## src/rtl/snn_mem_arbiter_rr.sv

```systemverilog
// snn_mem_arbiter_rr
// N-client round-robin arbiter for the dual-port feature-map BRAM of the SNN
// conv/pool pipeline. Port A is read-only and port B is write-only. The two
// ports are arbitrated independently, so one read and one write can be granted
// in the same cycle.
// Reads travel through a tagged pipeline of READ_LATENCY stages. This returns
// the data to the client that issued the read. Granted writes to the same
// address are forwarded into reads that are still in flight.
// Out-of-range coordinates are still granted, but they never reach the BRAM.
// Optional feature: define SNN_ARB_STATS_EN to build the conflict_cnt
// contention counter. Without it, conflict_cnt is tied to 0.
module snn_mem_arbiter_rr #(
  parameter int N_CLIENTS        = 2,
  parameter int COORD_BITS       = 8,
  parameter int CHANNELS         = 4,
  parameter int BITS_PER_CHANNEL = 8,
  parameter int IMG_WIDTH        = 32,
  parameter int IMG_HEIGHT       = 32,
  parameter int READ_LATENCY     = 1,
  parameter int DATA_W           = CHANNELS * BITS_PER_CHANNEL,
  parameter int ADDR_W           = $clog2(IMG_WIDTH * IMG_HEIGHT)
) (
  input  logic                             clk,
  input  logic                             rst_n,
  input  logic                             enable,
  input  logic [N_CLIENTS-1:0]             rd_req,
  input  logic [N_CLIENTS*COORD_BITS-1:0]  rd_x,
  input  logic [N_CLIENTS*COORD_BITS-1:0]  rd_y,
  output logic [N_CLIENTS-1:0]             rd_gnt,
  output logic [N_CLIENTS-1:0]             rd_valid,
  output logic [DATA_W-1:0]                rd_data,
  input  logic [N_CLIENTS-1:0]             wr_req,
  input  logic [N_CLIENTS*COORD_BITS-1:0]  wr_x,
  input  logic [N_CLIENTS*COORD_BITS-1:0]  wr_y,
  input  logic [N_CLIENTS*DATA_W-1:0]      wr_data,
  output logic [N_CLIENTS-1:0]             wr_gnt,
  output logic [ADDR_W-1:0]                bram_addr_a,
  output logic                             bram_en_a,
  input  logic [DATA_W-1:0]                bram_dout_a,
  output logic [ADDR_W-1:0]                bram_addr_b,
  output logic                             bram_en_b,
  output logic                             bram_we_b,
  output logic [DATA_W-1:0]                bram_din_b,
  output logic                             oob_err,
  output logic                             busy,
  output logic [15:0]                      conflict_cnt
);

  localparam int TAG_W = (N_CLIENTS > 1) ? $clog2(N_CLIENTS) : 1;
  localparam int LAST  = READ_LATENCY - 1;

  // Returns {found, index} of the first requester at or after ptr, with wrap-around.
  function automatic logic [TAG_W:0] rr_pick(input logic [N_CLIENTS-1:0] req,
                                             input logic [TAG_W-1:0] ptr);
    logic [TAG_W:0] res;
    int idx;
    res = '0;
    // Scan from the farthest offset down so that the nearest requester wins.
    for (int off = N_CLIENTS - 1; off >= 0; off--) begin
      idx = (int'(ptr) + off) % N_CLIENTS;
      if (req[idx]) res = {1'b1, TAG_W'(idx)};
    end
    return res;
  endfunction

  function automatic logic [TAG_W-1:0] ptr_after(input logic [TAG_W-1:0] k);
    return (int'(k) == N_CLIENTS - 1) ? '0 : k + 1'b1;
  endfunction

  function automatic logic coord_ok(input logic [COORD_BITS-1:0] x,
                                    input logic [COORD_BITS-1:0] y);
    return (int'(x) < IMG_WIDTH) && (int'(y) < IMG_HEIGHT);
  endfunction

  function automatic logic [ADDR_W-1:0] map_addr(input logic [COORD_BITS-1:0] x,
                                                 input logic [COORD_BITS-1:0] y);
    return ADDR_W'(y) * ADDR_W'(IMG_WIDTH) + ADDR_W'(x);
  endfunction

  logic [TAG_W-1:0]      rd_ptr, wr_ptr;
  logic [TAG_W:0]        rd_pick, wr_pick;
  logic                  rd_fire, wr_fire;
  logic [TAG_W-1:0]      rd_win, wr_win;
  logic [COORD_BITS-1:0] rd_cx, rd_cy, wr_cx, wr_cy;
  logic                  rd_ok, wr_ok;
  logic [ADDR_W-1:0]     rd_addr, wr_addr;
  logic [DATA_W-1:0]     wr_word;
  logic                  wr_store;

  // Read pipeline: stage 0 is loaded in the grant cycle, and stage LAST returns data.
  logic [READ_LATENCY-1:0] st_valid, st_oob, st_hit;
  logic [TAG_W-1:0]        st_tag [READ_LATENCY];
  logic [ADDR_W-1:0]       st_addr [READ_LATENCY];
  logic [DATA_W-1:0]       st_fwd [READ_LATENCY];
  logic                    new_hit;
  logic [READ_LATENCY-1:0] st_wr_hit;
  logic                    any_valid;

  // Pick the winner on each port and pull out its coordinate, address and data.
  always_comb begin
    rd_pick = rr_pick(rd_req, rd_ptr);
    wr_pick = rr_pick(wr_req, wr_ptr);
    rd_fire = enable & rd_pick[TAG_W];
    wr_fire = enable & wr_pick[TAG_W];
    rd_win  = rd_pick[TAG_W-1:0];
    wr_win  = wr_pick[TAG_W-1:0];
    rd_cx   = rd_x[int'(rd_win)*COORD_BITS +: COORD_BITS];
    rd_cy   = rd_y[int'(rd_win)*COORD_BITS +: COORD_BITS];
    wr_cx   = wr_x[int'(wr_win)*COORD_BITS +: COORD_BITS];
    wr_cy   = wr_y[int'(wr_win)*COORD_BITS +: COORD_BITS];
    wr_word = wr_data[int'(wr_win)*DATA_W +: DATA_W];
    rd_ok   = coord_ok(rd_cx, rd_cy);
    wr_ok   = coord_ok(wr_cx, wr_cy);
    rd_addr = map_addr(rd_cx, rd_cy);
    wr_addr = map_addr(wr_cx, wr_cy);
    rd_gnt  = '0;
    wr_gnt  = '0;
    if (rd_fire) rd_gnt[rd_win] = 1'b1;
    if (wr_fire) wr_gnt[wr_win] = 1'b1;
  end

  // Drive the BRAM ports. Out-of-range grants leave the enables low.
  always_comb begin
    wr_store    = wr_fire & wr_ok;
    bram_en_a   = rd_fire & rd_ok;
    bram_addr_a = bram_en_a ? rd_addr : '0;
    bram_en_b   = wr_store;
    bram_we_b   = wr_store;
    bram_addr_b = wr_store ? wr_addr : '0;
    bram_din_b  = wr_store ? wr_word : '0;
  end

  // Detect same-address writes against the new read and against every in-flight stage.
  always_comb begin
    new_hit   = wr_store & rd_fire & rd_ok & (wr_addr == rd_addr);
    st_wr_hit = '0;
    any_valid = 1'b0;
    for (int k = 0; k < READ_LATENCY; k++) begin
      st_wr_hit[k] = wr_store & st_valid[k] & ~st_oob[k] & (wr_addr == st_addr[k]);
      any_valid    = any_valid | st_valid[k];
    end
  end

  // Advance the read pipeline. A write seen while an entry moves forward overrides older forwarded data.
  always_ff @(posedge clk or negedge rst_n) begin
    if (!rst_n) begin
      st_valid <= '0;
      st_oob   <= '0;
      st_hit   <= '0;
      for (int k = 0; k < READ_LATENCY; k++) begin
        st_tag[k]  <= '0;
        st_addr[k] <= '0;
        st_fwd[k]  <= '0;
      end
    end else begin
      st_valid[0] <= rd_fire;
      st_tag[0]   <= rd_win;
      st_addr[0]  <= rd_addr;
      st_oob[0]   <= ~rd_ok;
      st_hit[0]   <= new_hit;
      st_fwd[0]   <= wr_word;
      for (int k = 1; k < READ_LATENCY; k++) begin
        st_valid[k] <= st_valid[k-1];
        st_tag[k]   <= st_tag[k-1];
        st_addr[k]  <= st_addr[k-1];
        st_oob[k]   <= st_oob[k-1];
        st_hit[k]   <= st_hit[k-1] | st_wr_hit[k-1];
        st_fwd[k]   <= st_wr_hit[k-1] ? wr_word : st_fwd[k-1];
      end
    end
  end

  // Return the oldest entry to its client: zero if out of range, else forwarded data, else BRAM data.
  always_comb begin
    rd_valid = '0;
    rd_data  = '0;
    if (st_valid[LAST]) begin
      rd_valid[st_tag[LAST]] = 1'b1;
      if (st_oob[LAST])      rd_data = '0;
      else if (st_hit[LAST]) rd_data = st_fwd[LAST];
      else                   rd_data = bram_dout_a;
    end
  end

  // Round-robin pointers move to the client after the winner, and hold when there is no grant.
  always_ff @(posedge clk or negedge rst_n) begin
    if (!rst_n) begin
      rd_ptr <= '0;
      wr_ptr <= '0;
    end else begin
      if (rd_fire) rd_ptr <= ptr_after(rd_win);
      if (wr_fire) wr_ptr <= ptr_after(wr_win);
    end
  end

  // One-cycle pulse after any grant whose coordinate was off the grid.
  always_ff @(posedge clk or negedge rst_n) begin
    if (!rst_n) oob_err <= 1'b0;
    else        oob_err <= (rd_fire & ~rd_ok) | (wr_fire & ~wr_ok);
  end

  assign busy = (|rd_req) | (|wr_req) | any_valid;

`ifdef SNN_ARB_STATS_EN
  logic multi_rd, multi_wr;
  // req & (req - 1) is nonzero exactly when more than one bit is set.
  assign multi_rd = |(rd_req & (rd_req - 1'b1));
  assign multi_wr = |(wr_req & (wr_req - 1'b1));

  // Saturating count of the cycles in which more than one client contends on either port.
  always_ff @(posedge clk or negedge rst_n) begin
    if (!rst_n)
      conflict_cnt <= '0;
    else if (enable && (multi_rd || multi_wr) && conflict_cnt != 16'hFFFF)
      conflict_cnt <= conflict_cnt + 16'd1;
  end
`else
  assign conflict_cnt = '0;
`endif

endmodule

```

## config.mk

```make
export PLATFORM = sky130hd
export DESIGN_NAME = snn_mem_arbiter_rr
export DESIGN_NICKNAME = d
export VERILOG_FILES = /design/src/rtl/snn_mem_arbiter_rr.sv
export SDC_FILE = /design/constraint.sdc
export NUM_CORES = 1
export LEC_CHECK = 0
export BUFFER_PORTS_ARGS = -buffer_cell sky130_fd_sc_hd__buf_2
export CORE_AREA = 2 2 108 110
export DETAILED_ROUTE_END_ITERATION = 8
export DIE_AREA = 0 0 110 112
export PLACE_DENSITY_LB_ADDON = 0.12
export SYNTH_ARGS = -nofsm -noshare
export SYNTH_HDL_FRONTEND = slang
export SYNTH_SLANG_ARGS = --single-unit
```

## constraint.sdc

```tcl
create_clock -name clk -period 5.06 [get_ports clk]
set_clock_uncertainty 0.05 [all_clocks]
set_input_delay 0.759 -clock clk [delete_from_list [all_inputs] [get_ports clk]]
set_output_delay 0.759 -clock clk [all_outputs]
set_load 0.05 [all_outputs]
```

==> results of run 1 <==
## synthesized netlist by cell type
| master | count | area share |
|---|---|---|
| xnor2_1 | 12 | 0.033 |
| a31oi_1 | 1 | 0.0019 |
| xnor3_1 | 1 | 0.0070 |
| xor2_1 | 8 | 0.022 |
| inv_1 | 7 | 0.0081 |
| dfrtp_1 | 39 | 0.30 |
| nand4b_1 | 2 | 0.0054 |
| a21oi_1 | 3 | 0.0046 |
| buf_6 | 1 | 0.0035 |
| buf_2 | 1 | 0.0015 |
| inv_2 | 2 | 0.0023 |
| or4_1 | 1 | 0.0023 |
| nor2_1 | 58 | 0.067 |
| o21ai_0 | 4 | 0.0062 |
| mux2i_2 | 1 | 0.0043 |
| o32ai_1 | 1 | 0.0027 |
| nand2_1 | 21 | 0.024 |
| mux2i_1 | 48 | 0.15 |
| nand3b_1 | 1 | 0.0023 |
| fa_1 | 2 | 0.012 |
| and3_1 | 2 | 0.0039 |
| nor2b_1 | 26 | 0.050 |
| buf_1 | 3 | 0.0035 |
| ha_1 | 6 | 0.023 |
| nor4_1 | 4 | 0.0078 |
| nor4_2 | 1 | 0.0039 |
| and2_1 | 11 | 0.021 |
| nand3_1 | 2 | 0.0031 |
| a21o_1 | 2 | 0.0046 |
| nand4_1 | 1 | 0.0019 |
| mux2_2 | 41 | 0.14 |
| o32a_1 | 1 | 0.0031 |
| nand2b_1 | 1 | 0.0019 |
| conb_1 | 1 | 0.0012 |
| buf_4 | 17 | 0.040 |
| clkbuf_1 | 12 | 0.014 |
| nor3_1 | 1 | 0.0015 |
| o21ai_4 | 2 | 0.010 |
## worst max path at each step
stage,endpoint,startpoint,depth (start not counted)
after detailed placement,bram_addr_b[9],wr_req[0],12
after global placement,bram_addr_b[9],wr_req[0],12
after CTS,bram_addr_b[9],wr_req[0],12
after floorplan,bram_addr_b[9],wr_req[0],12
after global routing,bram_addr_a[9],rd_req[0],12
final,bram_addr_b[9],wr_req[0],12
## registers in the layout, summed over array words and instances, names as in the netlist
signal,cells
st_fwd,32
any_valid,1
oob_err,1
rd_ptr,1
st_hit,1
st_oob,1
st_tag,1
wr_ptr,1
## cells by family after synthesis
group	after synthesis	synth area share
DFF	39	0.302
adders and majority gates	8	0.0357
and+or+nand+nor	132	0.198
muxes	90	0.296
other	1	0.00116
xor gates and xnor gates	21	0.0612
AOI/OAI and AO/OA	14	0.0333
buffers and inverters	43	0.0725
## final cells by class
type                            count  area (um^2)  share of cell area
Sequential cell                    39          977               0.204
Clock inverter                      2         35.0             0.00733
Inverter                            9         33.8             0.00706
Timing Repair Buffer              266         1340               0.281
Clock buffer                        6          139              0.0290
Tap cell                          143          179              0.0374
Multi-Input combinational cell    281         2070               0.434
## layer usage
layer  wire length (um)  vias to the layer above  global-route usage
met4                 82                        0              0.0304
met3                884                        6              0.0281
met5                  0                        -                   0
met2               5540                      156               0.314
met1               4190                     1487               0.189
li1                   -                     1637                   -
## stage by stage
stage	setup WS, ns	hold WS [ns]	instance area [um^2]	utilization
floorplan	0.776	0.413	3280	-
finish	0.876	0.522	4780	0.428
global placement	0.915	0.510	4610	0.412
CTS	0.850	0.528	4780	0.428
global route	0.672	0.557	4780	0.428
detailed placement	0.857	0.515	4610	0.412
## where the power goes
group | internal (mW) | leakage (nW) | switching, mW
Clock | 0.245 | 0.0868 | 0.120
Combinational | 0.156 | 2.04 | 0.183
Sequential | 0.341 | 0.451 | 0.0116
Total | 0.742 | 2.58 | 0.315
## critical path, delay by kind of cell
family                   cells  cell delay, ns
AO/OA/AOI/OAI                2            0.31
XOR/XNOR                     1            0.15
adder cells (fa/ha/maj)      1            0.50
buffers and inverters        4            0.77
multiplexers                 2            0.63
AND/OR/NAND/NOR              2            0.26
==> flow_metrics.tcl, run 1 <==
set metrics [dict create \
    cts_made_buffers 5 \
    io_pins 278 \
    rsz0062_at_grt "false" \
    syn_area_per_cell_um2 9.28 \
    p_total_mw 1.06 \
    static-leakage-power_nw 2.58 \
    drt_first_iter_violations 154 \
    setup_tns_ns 0 \
    placed_wire_length_estimate_after_detailed_placement_um 8950 \
    worstHoldEndpoint "wr_ptr" \
    first_global_vias 3170 \
    reg2reg_slack_ns 1.76 \
    final-setup-viol-count 0 \
    synth-warning-count 0 \
    cts.repair_timing.setup_buffer_count 0 \
    port-buffer-count 261 \
    layout-area-overhead-vs-synth_pct 48.1 \
    syn-instance-count 348 \
    path_common_cell "buf_2" \
    post-place-cells 738 \
    n_antenna_cell 0 \
    critical_path.cell_chain "buf_2, inv_2, o21ai_4, buf_4, mux2_2, fa_1, nand2_1, o21ai_0, xnor2_1, mux2i_1, and2_1, buf_2" \
    die_x_um 110 \
    worst_skew_pair.late_latency_ns 0.27 \
    antenna_found_initial 0 \
    clock_tree_from_tritoncts "done" \
    gp_congestion 0.818 \
    ir_drop_v 0.000132 \
    ctsHtreeMaxLevel 2 \
    worstReg2RegStart "rd_ptr" \
    clock_sinks 39 \
    hold_crit_path_type "reg2reg" \
    maxCapViolCount 0 \
    finish.cell_count_without_fillers 746 \
    synth-seq-cells 39 \
    layout_worst_path_cycle_share 0.827 \
    arrival_ns 3.38 \
    grtUsageTotal 0.165 \
    cts.clk_slew.worst_paths_ns 0.06 \
    fmax_mhz 239 \
    power-per-cell-area_nw_per_um2 221 \
    post_drt_via_cell_ratio 4.40 \
    timing.critical_path.from_type "input pin" \
    sequential_area_share_after_synthesis 0.302 \
    wirelength_um 10700 \
    final_hold_viol_count 0 \
    synthDistinctLibCells 38 \
    worstRegToRegCells 8 \
    critical_path.slowest_cell "fa_1" \
    final_nets 777 \
    routed_length_per_instance_um 14.3 \
    reg2reg_to "st_hit" \
    hold_buffers 0 \
    detailroute.via_count 3286 \
    core_area_um2 11200 \
    drt_pre_antenna_iters 4 \
    layout_common_cells "261 x buf_2, 58 x nor2_1, 48 x mux2i_1" \
    globalRouteOverflowTotal 0 \
    clock_tree.buffer_depth 2 \
    route.detailed.drc 0 \
    antenna_violating_nets_post_route 0 \
    critPathCaptureType "output port" \
    result_of_the_run "finished, final reports clean" \
    drive_above_1_share 0.534 \
    rows 39 \
    finalMaxSlewViolations 0 \
    dieHeight_um 112 \
    criticalPathCategory "in2out" \
    clock-root-buffer "clkbuf_16" \
    period_needed_ns 4.18 \
    initial_utilization 0.289 \
    timing_worst_slew_pin_value_ns 1.00 \
    number_of_resized_instances_in_the_post_cts_repair_step 0 \
    min_path_cells 1 \
    syn_area_um2 3230 \
    critical-path-max-stage-delay_ns 0.50 \
    critPathMaxFanout 22 \
    grt_max_degree 40 \
    slew-limit-headroom 0.332 \
    fill_cell_instance_count_of_the_final_layout 1142 \
    layout.cells.most_common "buf_2" \
    grt_pass1_wl_um 15900 \
    design.die.area_um2 12300 \
    critPathRequiredTime_ns 4.25 \
    hp-start "wr_ptr" \
]
(Power assumes the default switching activity.)
==> inputs of run 2 (changes only) <==
--- a/config.mk
+++ b/config.mk
@@ -6,9 +6,9 @@
 export NUM_CORES = 1
 export LEC_CHECK = 0
 export BUFFER_PORTS_ARGS = -buffer_cell sky130_fd_sc_hd__buf_2
-export CORE_AREA = 2 2 108 110
+export CORE_AREA = 2 2 109 111
 export DETAILED_ROUTE_END_ITERATION = 8
-export DIE_AREA = 0 0 110 112
+export DIE_AREA = 0 0 111 113
 export PLACE_DENSITY_LB_ADDON = 0.12
 export SYNTH_ARGS = -nofsm -noshare
 export SYNTH_HDL_FRONTEND = slang
==> constraint.sdc (replaced) <==
create_clock -name clk -period 4.21 [get_ports clk]
set_clock_uncertainty 0.05 [all_clocks]
set_input_delay 0.6315 -clock clk [delete_from_list [all_inputs] [get_ports clk]]
set_output_delay 0.6315 -clock clk [all_outputs]
set_load 0.05 [all_outputs]
==> flow_metrics.tcl, run 2 (same netlist as run 1, synthesis figures left out) <==
set metrics [dict create \
    layout_worst_path_cycle_share 0.909 \
    globalRouteMet1Util 0.177 \
    multi_input_area_um2 2080 \
    result_of_the_run "finished, final reports clean" \
    layout_common_cells "261 x buf_2, 58 x nor2_1, 48 x mux2i_1" \
    power-per-cell-area_nw_per_um2 274 \
    drt_pre_antenna_iters 4 \
    timing.critical_path.from_type "input pin" \
    rsz0062_at_grt "false" \
    setup_tns_ns 0 \
    number_of_resized_instances_in_the_post_cts_repair_step 0 \
    ctsHtreeMaxLevel 2 \
    final-setup-viol-count 0 \
    final_hold_viol_count 0 \
    drive_above_1_share 0.534 \
    slew-limit-headroom 0.353 \
    die_x_um 111 \
    critPathMaxFanout 16 \
    crit_cells 12 \
    arrival_ns 3.15 \
    io_pins 278 \
    gp_congestion 0.868 \
    groute.layer.met2.usage 0.337 \
    fill_cell_instance_count_of_the_final_layout 1148 \
    timing_worst_slew_pin_value_ns 0.970 \
    placed_wire_length_estimate_after_detailed_placement_um 9100 \
    rows 39 \
    routed_length_per_instance_um 14.6 \
    grtUsageTotal 0.167 \
    first_global_vias 3454 \
    worstRegToRegCells 8 \
    clock-root-buffer "clkbuf_16" \
    layout_setup_ws_ns 0.382 \
    register_containing_the_most_flip_flops_in_the_final_layout "st_fwd" \
    cts.repair_timing.setup_buffer_count 0 \
    core_area_um2 11300 \
    max_ffs_per_register 32 \
    crit_buf_inv 3 \
    design.die.area_um2 12500 \
    globalRouteOverflowTotal 0 \
    critPathRequiredTime_ns 3.53 \
    ir_drop_v 0.000149 \
    antenna_found_initial 0 \
    cts_made_buffers 5 \
    clock_tree_from_tritoncts "done" \
    seqCellArea_um2 977 \
    critPathTopFamily "adder cells" \
    gr-max-usage-layer "met2" \
    wirelength_um 10900 \
    static-leakage-power_nw 2.59 \
    criticalPathCategory "in2out" \
    clock_sinks 39 \
    path_common_cell "buf_2" \
    critical_path.slowest_cell "o21ai_4" \
    hold_crit_path_type "in2async" \
    layout-area-overhead-vs-synth_pct 48.6 \
    antenna_violating_nets_post_route 0 \
    layout.cells.most_common "buf_2" \
    route.detailed.drc 0 \
    hold_buffers 0 \
    initial_utilization 0.286 \
    drt_first_iter_violations 153 \
    maxCapViolCount 0 \
    critPathCaptureType "output port" \
    worst_skew_pair.late_latency_ns 0.27 \
    grt.met3_usage 0.0327 \
    critical_path.cell_chain "buf_2, inv_2, o21ai_4, mux2_2, ha_1, fa_1, a21o_1, nand2_1, xnor2_1, mux2i_1, nor2_1, buf_2" \
    fmax_mhz 261 \
    grt_max_degree 40 \
    n_antenna_cell 0 \
    port-buffer-count 261 \
    post_drt_via_cell_ratio 4.49 \
    critical-path-max-stage-delay_ns 0.42 \
    detailroute.via_count 3351 \
    dieHeight_um 113 \
    grt_pass1_wl_um 16800 \
    finalMaxSlewViolations 0 \
    clock_tree.buffer_depth 2 \
    pre_cts_slack_ns 0.362 \
    period_needed_ns 3.83 \
    cts.clk_slew.worst_paths_ns 0.06 \
    final_nets 777 \
]
==> run 2: final cells by class <==
type | instances | share of cell area
clock buffers | 6 | 0.0269
multi-input cells | 281 | 0.433
clock inverters | 2 | 0.0125
flip-flops and latches | 39 | 0.204
inverters | 9 | 0.00704
repair buffers | 266 | 0.280
well taps | 143 | 0.0373
==> run 2: worst reg2reg max path, delay by kind of cell (launching register included) <==
kind	cells	cell delay (ns)
xor+xnor	2	0.53
compound gates	1	0.47
mux	1	0.40
simple gates	2	0.69
fa+ha+maj	2	0.64
flops	1	0.41
==> run 2: power breakdown <==
| part | internal (mW) | switching [mW] | leakage (nW) | total [mW] |
|---|---|---|---|---|
| registers | 0.410 | 0.0135 | 0.451 | 0.424 |
| logic | 0.190 | 0.221 | 2.04 | 0.411 |
| clock network | 0.340 | 0.141 | 0.0911 | 0.481 |
==> run 2: worst paths after layout <==
path,from,to,slack (ns)
worst max-delay path,rd_req[0],bram_addr_a[9],0.38
worst min-delay path,rst_n,st_fwd[9],0.43
worst max register to register,rd_ptr,st_hit,0.92
worst min register to register,rd_ptr,rd_ptr,0.52
max in group asynchronous,rst_n,st_hit,3.08
min in group clk,rd_ptr,rd_ptr,0.52
==> run 2: layer usage <==
metal  up-vias  wire length (um)  part of all wire
met5         -                 0                 0
met4         0               155             0.014
met3        10               779             0.071
met2       169              5860              0.54
met1      1534              4100              0.38
li1       1638                 -                 -
==> run 2: metrics by stage <==
| step | hold WS (ns) | util | total power, mW | std cells | instance area [um^2] |
|---|---|---|---|---|---|
| after CTS | 0.454 | 0.426 | 1.34 | 746 | 4800 |
| final | 0.426 | 0.426 | 1.32 | 746 | 4800 |
| after global placement | 0.511 | 0.409 | 0.840 | 738 | 4610 |
| after global routing | 0.496 | 0.426 | 1.39 | 746 | 4800 |
| after floorplan | 0.286 | - | 0.710 | 363 | 3280 |
| after detailed placement | 0.513 | 0.409 | 0.846 | 738 | 4610 |
==> inputs of run 3 (changes only) <==
--- a/config.mk
+++ b/config.mk
@@ -6,10 +6,12 @@
 export NUM_CORES = 1
 export LEC_CHECK = 0
 export BUFFER_PORTS_ARGS = -buffer_cell sky130_fd_sc_hd__buf_2
+export CAP_MARGIN = 5
 export CORE_AREA = 2 2 109 111
 export DETAILED_ROUTE_END_ITERATION = 8
 export DIE_AREA = 0 0 111 113
 export PLACE_DENSITY_LB_ADDON = 0.12
+export REMOVE_ABC_BUFFERS = 1
 export SYNTH_ARGS = -nofsm -noshare
 export SYNTH_HDL_FRONTEND = slang
 export SYNTH_SLANG_ARGS = --single-unit
==> flow_metrics.tcl, run 3 (same netlist as run 1, synthesis figures left out) <==
set metrics [dict create \
    core_area_um2 11300 \
    first_global_vias 3490 \
    hold_buffers 0 \
    post_drt_via_cell_ratio 4.49 \
    cts.clk_slew.worst_paths_ns 0.06 \
    rows 39 \
    ctsHtreeMaxLevel 2 \
    final_nets 778 \
    ir_drop_v 0.000144 \
    critPathMaxFanout 6 \
    slew-limit-headroom 0.346 \
    layout.cells.most_common "buf_2" \
    result_of_the_run "finished, final reports clean" \
    worstRegToRegCells 8 \
    drive_above_1_share 0.531 \
    dieHeight_um 113 \
    antenna_found_initial 0 \
    timing_worst_slew_pin_value_ns 0.981 \
    maxCapViolCount 0 \
    n_antenna_cell 0 \
    gp_congestion 0.833 \
    fill_cell_instance_count_of_the_final_layout 1158 \
    detailroute.via_count 3356 \
    final_hold_viol_count 0 \
    critPathRequiredTime_ns 3.53 \
    seqCellArea_um2 977 \
    post-route-cell-area_um2 4750 \
    cts.repair_timing.setup_buffer_count 0 \
    register_containing_the_most_flip_flops_in_the_final_layout "st_fwd" \
    placed_wire_length_estimate_after_detailed_placement_um 8910 \
    globalRouteOverflowTotal 0 \
    period_needed_ns 3.74 \
    layout_worst_path_cycle_share 0.887 \
    multi_input_area_um2 2070 \
    placement.cell_area_um2 4620 \
    clock_tree.buffer_depth 2 \
    route.detailed.drc 0 \
    finalMaxSlewViolations 0 \
    layout_common_cells "261 x buf_2, 58 x nor2_1, 48 x mux2i_1" \
    layout-area-overhead-vs-synth_pct 47.2 \
    die_x_um 111 \
    clock-root-buffer "clkbuf_16" \
    io_pins 278 \
    finish.cell_count_without_fillers 747 \
    critPathCaptureType "output port" \
    cts_made_buffers 5 \
    p_total_mw 1.19 \
    initial_utilization 0.286 \
    routed_length_per_instance_um 14.6 \
    final-setup-viol-count 0 \
    post-place-cells 739 \
    critPathCapture "bram_addr_b[9]" \
    arrival_ns 3.05 \
    port-buffer-count 261 \
    grtUsageTotal 0.171 \
    reg2reg_slack_ns 1.12 \
    crit_path_start "wr_req[0]" \
    timing.critical_path.from_type "input pin" \
    number_of_resized_instances_in_the_post_cts_repair_step 0 \
    criticalPathCategory "in2out" \
    reg2reg_to "st_hit" \
    drt_first_iter_violations 105 \
    power-per-cell-area_nw_per_um2 251 \
    static-leakage-power_nw 2.57 \
    grt_pass1_wl_um 17300 \
    clock_tree_from_tritoncts "done" \
    fmax_mhz 268 \
    design.die.area_um2 12500 \
    antenna_violating_nets_post_route 0 \
    hold_crit_path_type "in2async" \
    clock_sinks 39 \
    grt_max_degree 40 \
    worstReg2RegStart "rd_ptr" \
    wirelength_um 10900 \
    rsz0062_at_grt "false" \
    worst_skew_pair.late_latency_ns 0.27 \
    drt_pre_antenna_iters 6 \
    max_ffs_per_register 32 \
]
-- run 3: metal layers --
metal  GRT usage  routed length [um]  vias to the layer above
met5           0                   0                        -
met4      0.0333                  55                        0
met3      0.0455                 918                        2
met2       0.328                5740                      164
met1       0.190                4170                     1554
li1            -                   -                     1636
-- run 3: final cells by class --
| class | instances | area share |
|---|---|---|
| Tap cell | 143 | 0.0376 |
| Timing Repair Buffer | 267 | 0.284 |
| Sequential cell | 39 | 0.206 |
| Inverter | 9 | 0.00711 |
| Multi-Input combinational cell | 281 | 0.436 |
| Clock buffer | 7 | 0.0279 |
| Clock inverter | 1 | 0.00105 |
-- run 3: worst min path at each step --
stage,start,to,slack [ns],depth (start not counted)
floorplan,rst_n,any_valid,0.29,0
global placement,rd_ptr,rd_ptr,0.51,2
detailed placement,rd_ptr,rd_ptr,0.51,2
CTS,rst_n,st_fwd[1],0.47,1
global route,rst_n,st_fwd[1],0.52,1
finish,rst_n,st_fwd[1],0.44,1
-- run 3: per-stage QoR --
stage	hold slack (ns)	setup TNS (ns)	setup slack [ns]	util
after global placement	0.506	0	0.488	0.409
after global routing	0.521	0	0.254	0.422
after CTS	0.470	0	0.460	0.422
after detailed placement	0.507	0	0.455	0.409
final	0.437	0	0.475	0.422
after floorplan	0.286	-1.36	-0.140	-
-- run 3: worst max-delay path: stages --
cell     delay (ns)
buf_2          0.12
inv_2          0.05
o21ai_4        0.24
mux2_2         0.37
ha_1           0.22
fa_1           0.46
nand2_1        0.10
o21ai_0        0.10
xnor2_1        0.14
mux2i_1        0.20
and2_1         0.16
buf_2          0.26
-- run 3: report_power, final --
group / total (mW) / switching (mW) / internal, mW
clock network: 0.364 / 0.145 / 0.219
registers: 0.424 / 0.0136 / 0.410
logic: 0.405 / 0.216 / 0.188
